## src/rtl/memory_stage.sv

```systemverilog
// Memory pipeline stage: latches execute results, runs lw/sw over a req/ack port and
// presents the writeback record. Optional bypass outputs enabled by MEM_BYPASS_OUT_EN.
module memory_stage #(
    parameter int ADDR_W      = 12,
    parameter int TIMEOUT_CYC = 15
) (
    input  logic              clk,
    input  logic              clr,
    input  logic              enable,
    input  logic              ex_valid,
    input  logic [4:0]        ex_opcode,
    input  logic [4:0]        ex_rd,
    input  logic [31:0]       ex_result,
    input  logic [31:0]       ex_store_data,
    output logic              dmem_req,
    output logic              dmem_we,
    output logic [ADDR_W-1:0] dmem_addr,
    output logic [31:0]       dmem_wdata,
    input  logic              dmem_ack,
    input  logic [31:0]       dmem_rdata,
    output logic              stall,
    output logic              mem_valid,
    output logic [4:0]        mem_rd,
    output logic [31:0]       mem_data,
    output logic              mem_we_reg,
    output logic              mem_timeout,
    output logic              byp_valid,
    output logic [4:0]        byp_rd,
    output logic [31:0]       byp_data
);

    localparam int CNT_W = $clog2(TIMEOUT_CYC + 1);
    localparam logic [CNT_W-1:0] CNT_LIM = CNT_W'(TIMEOUT_CYC - 1);

    localparam logic [4:0] OP_ALU  = 5'b00000;
    localparam logic [4:0] OP_ADDI = 5'b00101;
    localparam logic [4:0] OP_LW   = 5'b01000;
    localparam logic [4:0] OP_SW   = 5'b00111;
    localparam logic [4:0] OP_JAL  = 5'b00011;
    localparam logic [4:0] OP_SETX = 5'b10101;

    typedef enum logic {IDLE, ACCESS} state_t;

    state_t             state_q, state_d;
    logic               m_valid_q, m_valid_d;
    logic [4:0]         m_opcode_q, m_opcode_d;
    logic [4:0]         m_rd_q, m_rd_d;
    logic [31:0]        m_result_q, m_result_d;
    logic [31:0]        m_store_q, m_store_d;
    logic [31:0]        load_reg_q, load_reg_d;
    logic [CNT_W-1:0]   wait_cnt_q, wait_cnt_d;
    logic               timeout_q, timeout_d;
    logic               aborted_q, aborted_d;

    logic is_lw, is_sw, is_jal, is_setx, writes_reg, ex_is_mem, capture;

    assign is_lw      = (m_opcode_q == OP_LW);
    assign is_sw      = (m_opcode_q == OP_SW);
    assign is_jal     = (m_opcode_q == OP_JAL);
    assign is_setx    = (m_opcode_q == OP_SETX);
    assign writes_reg = (m_opcode_q == OP_ALU) || (m_opcode_q == OP_ADDI) || is_lw
                        || is_jal || is_setx;
    assign ex_is_mem  = (ex_opcode == OP_LW) || (ex_opcode == OP_SW);

    // Stall depends on state only so the hazard path never sees dmem_ack.
    assign stall   = (state_q == ACCESS);
    assign capture = !stall && enable;

    always_comb begin
        state_d    = state_q;
        m_valid_d  = m_valid_q;
        m_opcode_d = m_opcode_q;
        m_rd_d     = m_rd_q;
        m_result_d = m_result_q;
        m_store_d  = m_store_q;
        load_reg_d = load_reg_q;
        wait_cnt_d = wait_cnt_q;
        timeout_d  = timeout_q;
        aborted_d  = aborted_q;

        if (capture) begin
            m_valid_d  = ex_valid;
            m_opcode_d = ex_opcode;
            m_rd_d     = ex_rd;
            m_result_d = ex_result;
            m_store_d  = ex_store_data;
            wait_cnt_d = '0;
            aborted_d  = 1'b0;
            if (ex_valid && ex_is_mem) begin
                state_d = ACCESS;
            end
        end

        if (state_q == ACCESS) begin
            // An ack on the limit cycle still completes the access.
            if (dmem_ack) begin
                state_d = IDLE;
                if (is_lw) begin
                    load_reg_d = dmem_rdata;
                end
            end else if (wait_cnt_q == CNT_LIM) begin
                state_d    = IDLE;
                timeout_d  = 1'b1;
                load_reg_d = '0;
                aborted_d  = 1'b1;
            end else begin
                wait_cnt_d = wait_cnt_q + CNT_W'(1);
            end
        end
    end

    always_ff @(posedge clk) begin
        if (clr) begin
            state_q    <= IDLE;
            m_valid_q  <= 1'b0;
            m_opcode_q <= '0;
            m_rd_q     <= '0;
            m_result_q <= '0;
            m_store_q  <= '0;
            load_reg_q <= '0;
            wait_cnt_q <= '0;
            timeout_q  <= 1'b0;
            aborted_q  <= 1'b0;
        end else begin
            state_q    <= state_d;
            m_valid_q  <= m_valid_d;
            m_opcode_q <= m_opcode_d;
            m_rd_q     <= m_rd_d;
            m_result_q <= m_result_d;
            m_store_q  <= m_store_d;
            load_reg_q <= load_reg_d;
            wait_cnt_q <= wait_cnt_d;
            timeout_q  <= timeout_d;
            aborted_q  <= aborted_d;
        end
    end

    assign dmem_req   = (state_q == ACCESS);
    assign dmem_we    = (state_q == ACCESS) && is_sw;
    assign dmem_addr  = m_result_q[ADDR_W-1:0];
    assign dmem_wdata = m_store_q;

    assign mem_valid   = m_valid_q && (state_q == IDLE);
    assign mem_rd      = is_jal ? 5'd31 : (is_setx ? 5'd30 : m_rd_q);
    assign mem_data    = is_lw ? load_reg_q : m_result_q;
    assign mem_we_reg  = mem_valid && writes_reg && (mem_rd != 5'd0) && !aborted_q;
    assign mem_timeout = timeout_q;

`ifdef MEM_BYPASS_OUT_EN
    assign byp_valid = mem_we_reg;
    assign byp_rd    = mem_rd;
    assign byp_data  = mem_data;
`else
    assign byp_valid = 1'b0;
    assign byp_rd    = 5'd0;
    assign byp_data  = 32'd0;
`endif

endmodule
```

## config.mk

```make
export PLATFORM = sky130hd
export DESIGN_NAME = memory_stage
export DESIGN_NICKNAME = d
export VERILOG_FILES = /design/src/rtl/memory_stage.sv
export SDC_FILE = /design/constraint.sdc
export NUM_CORES = 1
export LEC_CHECK = 0
export BUFFER_PORTS_ARGS = -buffer_cell sky130_fd_sc_hd__buf_2
export CORE_AREA = 2 2 103 105
export CTS_BUF_LIST = sky130_fd_sc_hd__clkbuf_2 sky130_fd_sc_hd__clkbuf_4 sky130_fd_sc_hd__clkbuf_8
export DETAILED_ROUTE_END_ITERATION = 16
export DIE_AREA = 0 0 105 107
export GPL_ROUTABILITY_DRIVEN = 0
export PLACE_DENSITY = 0.87
export SYNTH_ARGS = -nofsm -noshare
export SYNTH_HDL_FRONTEND = slang
export SYNTH_SLANG_ARGS = --single-unit
export TNS_END_PERCENT = 20
```

## constraint.sdc

```tcl
create_clock -name clk -period 3.1 [get_ports clk]
set_input_delay 0.155 -clock clk [delete_from_list [all_inputs] [get_ports clk]]
set_output_delay 0.155 -clock clk [all_outputs]
set_load 0.1 [all_outputs]
```

* Word-level counts from Yosys, hierarchy flattened *
Cells that the tools add are included.

word-level totals
  flip-flop bits (word level) = 114
  bits in latches = 0
  RAM bits = 0
  ROM bits = 0
  bits of input ports = 111
  output and inout bits = 125
  memories = 0

cells by class
  add/subtract/negate cells = 1
  multipliers = 0
  div/mod/pow operators = 0
  order comparisons = 0
  equal/unequal tests = 9
  shift operators = 0
  mux-type cells = 19
  bitwise logic cells = 2
  reduce and logical (&&, ||, !) cells = 19

operator list
  kind                                                              count
  32-bit 2-to-1 mux                                                 4
  4-bit 2-to-1 mux                                                  4
  5-bit by 3-bit == test with 1-bit output (second input constant)  3
  5-bit by 4-bit == test with 1-bit output (second input constant)  2
  5-bit 2-to-1 mux                                                  2
  1-bit 2-to-1 mux                                                  9
  1-bit logical AND                                                 7
  3-bit AND reduction                                               2
  5-bit by 2-bit == test with 1-bit output (second input constant)  1
  5-bit == test (second input constant)                             1
  5-bit logical NOT                                                 1
  1-bit logical OR                                                  5
  5-bit nonzero test                                                1
  4-bit by 1-bit adder with 4-bit output (second input constant)    1
  4-bit == test (second input constant)                             1
  1-bit logical NOT                                                 2
  2-bit by 1-bit != test with 1-bit output (second input constant)  1
  1-bit inverter                                                    2
  2-bit nonzero test                                                1

* Logic depth before layout (Yosys ltp) *
  word-level depth = 8
  gate-level depth with buffers = 6
  gate-level depth less buffers = 6

* Least setup slack after synthesis *
No wires, ideal clock.

  path type = register to output
  start = register state_q, in the netlist dmem_req
  end = output port mem_we_reg
  arrival time = 3.223 ns
  data required time = 2.945 ns
  setup slack = -0.278 ns
  stages on the path, launching flop included = 3
  path buffers = 0
  path through = dfxtp_1 > nor2b_1 > o2111a_1

on the way
  word-level cells in the longest chain between the ends = 5

ends and longest elaborated chain
  what                            line  RTL
  start: declaration              44    state_t state_q, state_d;
  start signal: assignment        125   state_q <= state_d;
  1-bit inverter                  143   assign mem_valid = m_valid_q && (state_q == IDLE);
  1-bit logical AND               143
  named net mem_valid             22    output logic mem_valid,
  1-bit logical AND (3 in a row)  146   assign mem_we_reg = mem_valid && writes_reg && (mem_rd != 5'd0) && !aborted_q;
  end: declaration                25    output logic mem_we_reg,

The timed path passes the listed nets, and every way through them passes these cells.

* Worst setup path after layout *
  start = register m_opcode_q[1]
  end = output port mem_data[27]

on the way
  word-level cells in the longest chain between the ends = 2

ends and longest elaborated chain
  what                                      line  RTL
  start: declaration                        46    logic [4:0] m_opcode_q, m_opcode_d;
  start signal: assignment                  127   m_opcode_q <= m_opcode_d;
  5-bit by 4-bit == test with 1-bit output  57    assign is_lw = (m_opcode_q == OP_LW);
  32-bit 2-to-1 mux                         145   assign mem_data = is_lw ? load_reg_q : m_result_q;
  end: declaration                          24    output logic [31:0] mem_data,

No other way between the ends.

==> run summary <==
Power density normalized to cell area: 552 nW/um^2. Ranked by total cell area, the synthesized netlist is headed by dfxtp_1 44%, nand2_1 13%, a21oi_1 7.6%. The count of nets left with antenna violations after detail routing was 0. The number of enable-type register cells in the synthesized netlist is 0, and the number of standard cells after synthesis is 622. For the area of all placed cells without fillers, the log shows 7530 um^2.

The amount of wire on met2 after detailed routing was 8450 um; the number of buffers inserted by port buffering was 197. The worst hold path terminates at wait_cnt_q[3]. The tools report the signal arrival time at the worst endpoint as 2400 ps. Among all flip-flop cells after synthesis, the most frequent one is dfxtp_1. The floorplan step defined a core boundary enclosing 10100 um^2. The synthesized netlist occupies a cell area of 5230 um^2.

Final period demand of the worst path: 2560 ps. The tools report the type of destination of the critical path as a primary output. The launching point of the worst reg2reg path is m_opcode_q[1]. Sorting the synthesized cells by how often they occur yields 188 x nand2_1, 114 x dfxtp_1, 79 x a21oi_1, 52 x buf_4, 38 x nand2b_1.

STA classifies the critical path startpoint as a flop. For this run, the share of the core covered by cells in the final layout is 74.6%. In this run the top signal layer used is met5.

The tightest min-delay check is of the in -> reg type. The cell sitting at the root of the clock tree is a clkbuf_8. The type of the worst setup path is reg -> out. The initial antenna violation count came out at 2.

The number of global-route vias before repair is 5330. The synthesized flop and latch total works out to 114. The run gives 0 as the final count of pins violating max slew. The area growth from synthesis to layout is 43.9%.

The worst pin sits at a relative slew slack of 62.5%. The worst register-to-register path ends at load_reg_q[16]. The share of total power dissipated in sequential elements is 37.4%.

The share of the Yosys chip area taken by registers is 43.6%. Top-area cell type share of the netlist area: 43.6%. For the pin with the worst max-slew slack, the measured transition is 563 ps.

The aggregate global-route resource usage is 28.6%. The tools report the worst min-delay path startpoint as enable. Across the run, the number of max-cap violations was 0. The biggest area contributor in the post-synthesis netlist is dfxtp_1.

The post-route DRC violation count is 0, and the count of cells along the worst hold path is 3. Clock-pin slew was measured on the worst setup and hold paths at 70 ps. The HPWL reported at the end of detailed placement was 8810 um. The run finished with clean final reports. The floorplan step set the die height to 107 um.

TritonCTS built the clock tree. For this block, the initial DRC count from the detailed router was 273. The static leakage was 3.47 nW.

The worst reg-to-reg path cell count was 5. Counting every sink on the clock net gives 114. A synthesized cell averages 8.41 um^2. In this run the worst path has a maximum fanout of 18. In the synthesized netlist the async set-or-reset flop fraction comes to 0%.

Number of detailed-route iterations in the first pass: 4. Summed over all nets, the switching power comes to 1.49 mW. For this block, the via count after detailed routing is 5238. Among all cell types in the netlist, the one instantiated most often is nand2_1. Of the available clock period, the critical path in the final layout requires 82.5%. The routed wirelength normalized by instance count is 15.4 um. In the final routing, the length of wire on met1 measures 5810 um. The internal reg-to-reg setup slack was 1090 ps; the worst supply voltage drop on vdd was 557 uV.

After detailed placement, the total cell area comes to 6030 um^2. Entering global routing, the biggest net connects 59 pins. The internal power contribution was 2.66 mW. The run gives 35.7% as the share of total power in the clock network. Setup repair after global routing left no endpoint under its margin. The width of the die was 105 um. The die covers 11200 um^2.

In the final layout, the share of cells above drive strength 1 is 30.6%. Final routed wirelength across all metal layers: 16100 um. At the worst endpoint, the required time is 2940 ps. In this run, post-CTS repair resized a total of 0 instances. The tools report the fraction of power consumed by combinational cells as 26.9%. Counting distinct cell types in the post-synthesis netlist gives 39.

Row generation in the floorplan step produced 37 rows. The clock passes through at most 2 buffers. Global routing finished with a remaining overflow of 0. After the last flow step, the layout net total stands at 1012. Between clock sinks in the finished design, the worst skew comes to 11.4 ps. After detailed routing, the met3 layer carries 1290 um of wire.

In this run the count of I/O pins placed on the die edge is 236. The count of H-tree levels built during CTS is 4, and the switching part of the total power is 35.9%. The number of endpoints with negative hold slack in the final report was 0; the achievable clock frequency was 391 MHz.

The number of synthesis warnings came out at 0. The tools report the clock insertion delay at the later pin of the skew report as 420 ps. Once the floorplan was initialized, standard cells occupied 51.8% of the core. Setup violations remaining at the end of the flow were counted as 0. In the routed layout, each cell is associated on average with a via count of 4.99. For the CTS buffer count, the log shows 17. For the final routed database, the setup TNS stands at 0 ps. The first global-routing pass estimated 25500 um of wire.
==> worst max path at each step <==
stage,start,to,slack [ps],cells past startpoint
2_1_floorplan,m_opcode_q[0],mem_rd[0],130,3
3_3_place_gp,m_opcode_q[4],mem_data[29],1060,5
3_5_place_dp,m_opcode_q[1],mem_data[28],1010,5
4_1_cts,m_opcode_q[1],mem_data[28],540,5
5_1_grt,m_opcode_q[1],mem_data[25],370,5
6_report,m_opcode_q[1],mem_data[27],540,5
==> per-stage QoR <==
| stage | std cells | power, mW | hold slack [ps] | setup slack [ps] |
|---|---|---|---|---|
| after floorplan | 659 | 2.45 | 291 | 128 |
| after global placement | 909 | 2.56 | 396 | 1060 |
| after detailed placement | 909 | 2.57 | 400 | 1010 |
| after CTS | 1047 | 4.14 | 3.06 | 538 |
| after global routing | 1048 | 4.31 | 78.3 | 371 |
| final | 1049 | 4.15 | 77.1 | 541 |
==> critical path: stages (launching register included) <==
cell     delay, ps
dfxtp_1        360
nor2_2         130
nand3_2        390
buf_4          390
mux2_2         260
buf_2          430
==> layout make-up <==
class	count	area [um^2]
flip-flops and latches	114	2280
multi-input cells	448	2500
clock inverters	10	130
inverters	7	26.3
diodes	1	2.50
repair buffers	311	2120
well taps	136	170
fillers	667	2560
clock buffers	22	297
==> registers in the layout, summed over array words and instances, names as in the netlist <==
signal	flops
aborted_q	1
dmem_req	1
dmem_wdata	32
load_reg_q	32
m_opcode_q	5
m_rd_q	5
m_result_q	32
m_valid_q	1
mem_timeout	1
wait_cnt_q	4
==> timing repair <==
action,CTS,global route
buffers inserted,0,0
endpoints found under the setup margin,0,0
hold endpoints to repair,106,1
hold buffers,106,1
==> cell families (layout without fill, tap and decap cells) <==
family | Yosys count | in the layout | share of synthesized area [%]
simple gates | 250 | 250 | 21.2
fa+ha+maj | 2 | 2 | 0.478
flops | 114 | 114 | 43.6
compound gates | 92 | 92 | 9.64
mux | 66 | 66 | 13.4
buf+inv | 97 | 350 | 11.6
other cells | 1 | 39 | 0.0717
==> metal layers <==
| metal | global-route usage, % | vias up |
|---|---|---|
| met3 | 10.2 | 64 |
| met4 | 14.6 | 2 |
| met1 | 28.8 | 2406 |
| met5 | 0 | - |
| li1 | - | 2499 |
| met2 | 51.9 | 267 |
==> power by group through the flow <==
stage	clock network (mW)	registers, mW	logic (mW)
2_1_floorplan	0	1.74	0.709
3_3_place_gp	0	1.58	0.982
3_5_place_dp	0	1.58	0.987
4_1_cts	1.50	1.55	1.09
5_1_grt	1.59	1.56	1.16
6_report	1.48	1.55	1.12
==> cells in the final DEF, fill, tap and decap left out, drive strengths merged, types with 2 or more instances in the layout <==
cell,instances
nand2b,38
nand3,3
a31oi,2
ha,2
o21ai,4
nand2,188
a21oi,79
nor2b,6
mux2,32
clkinvlp,2
clkinv,5
nor2,6
clkbuf,22
conb,38
dfxtp,114
buf,204
dlygate4sd3,107
mux2i,34
bufinv,3
inv,7
(Power assumes the default switching activity.)
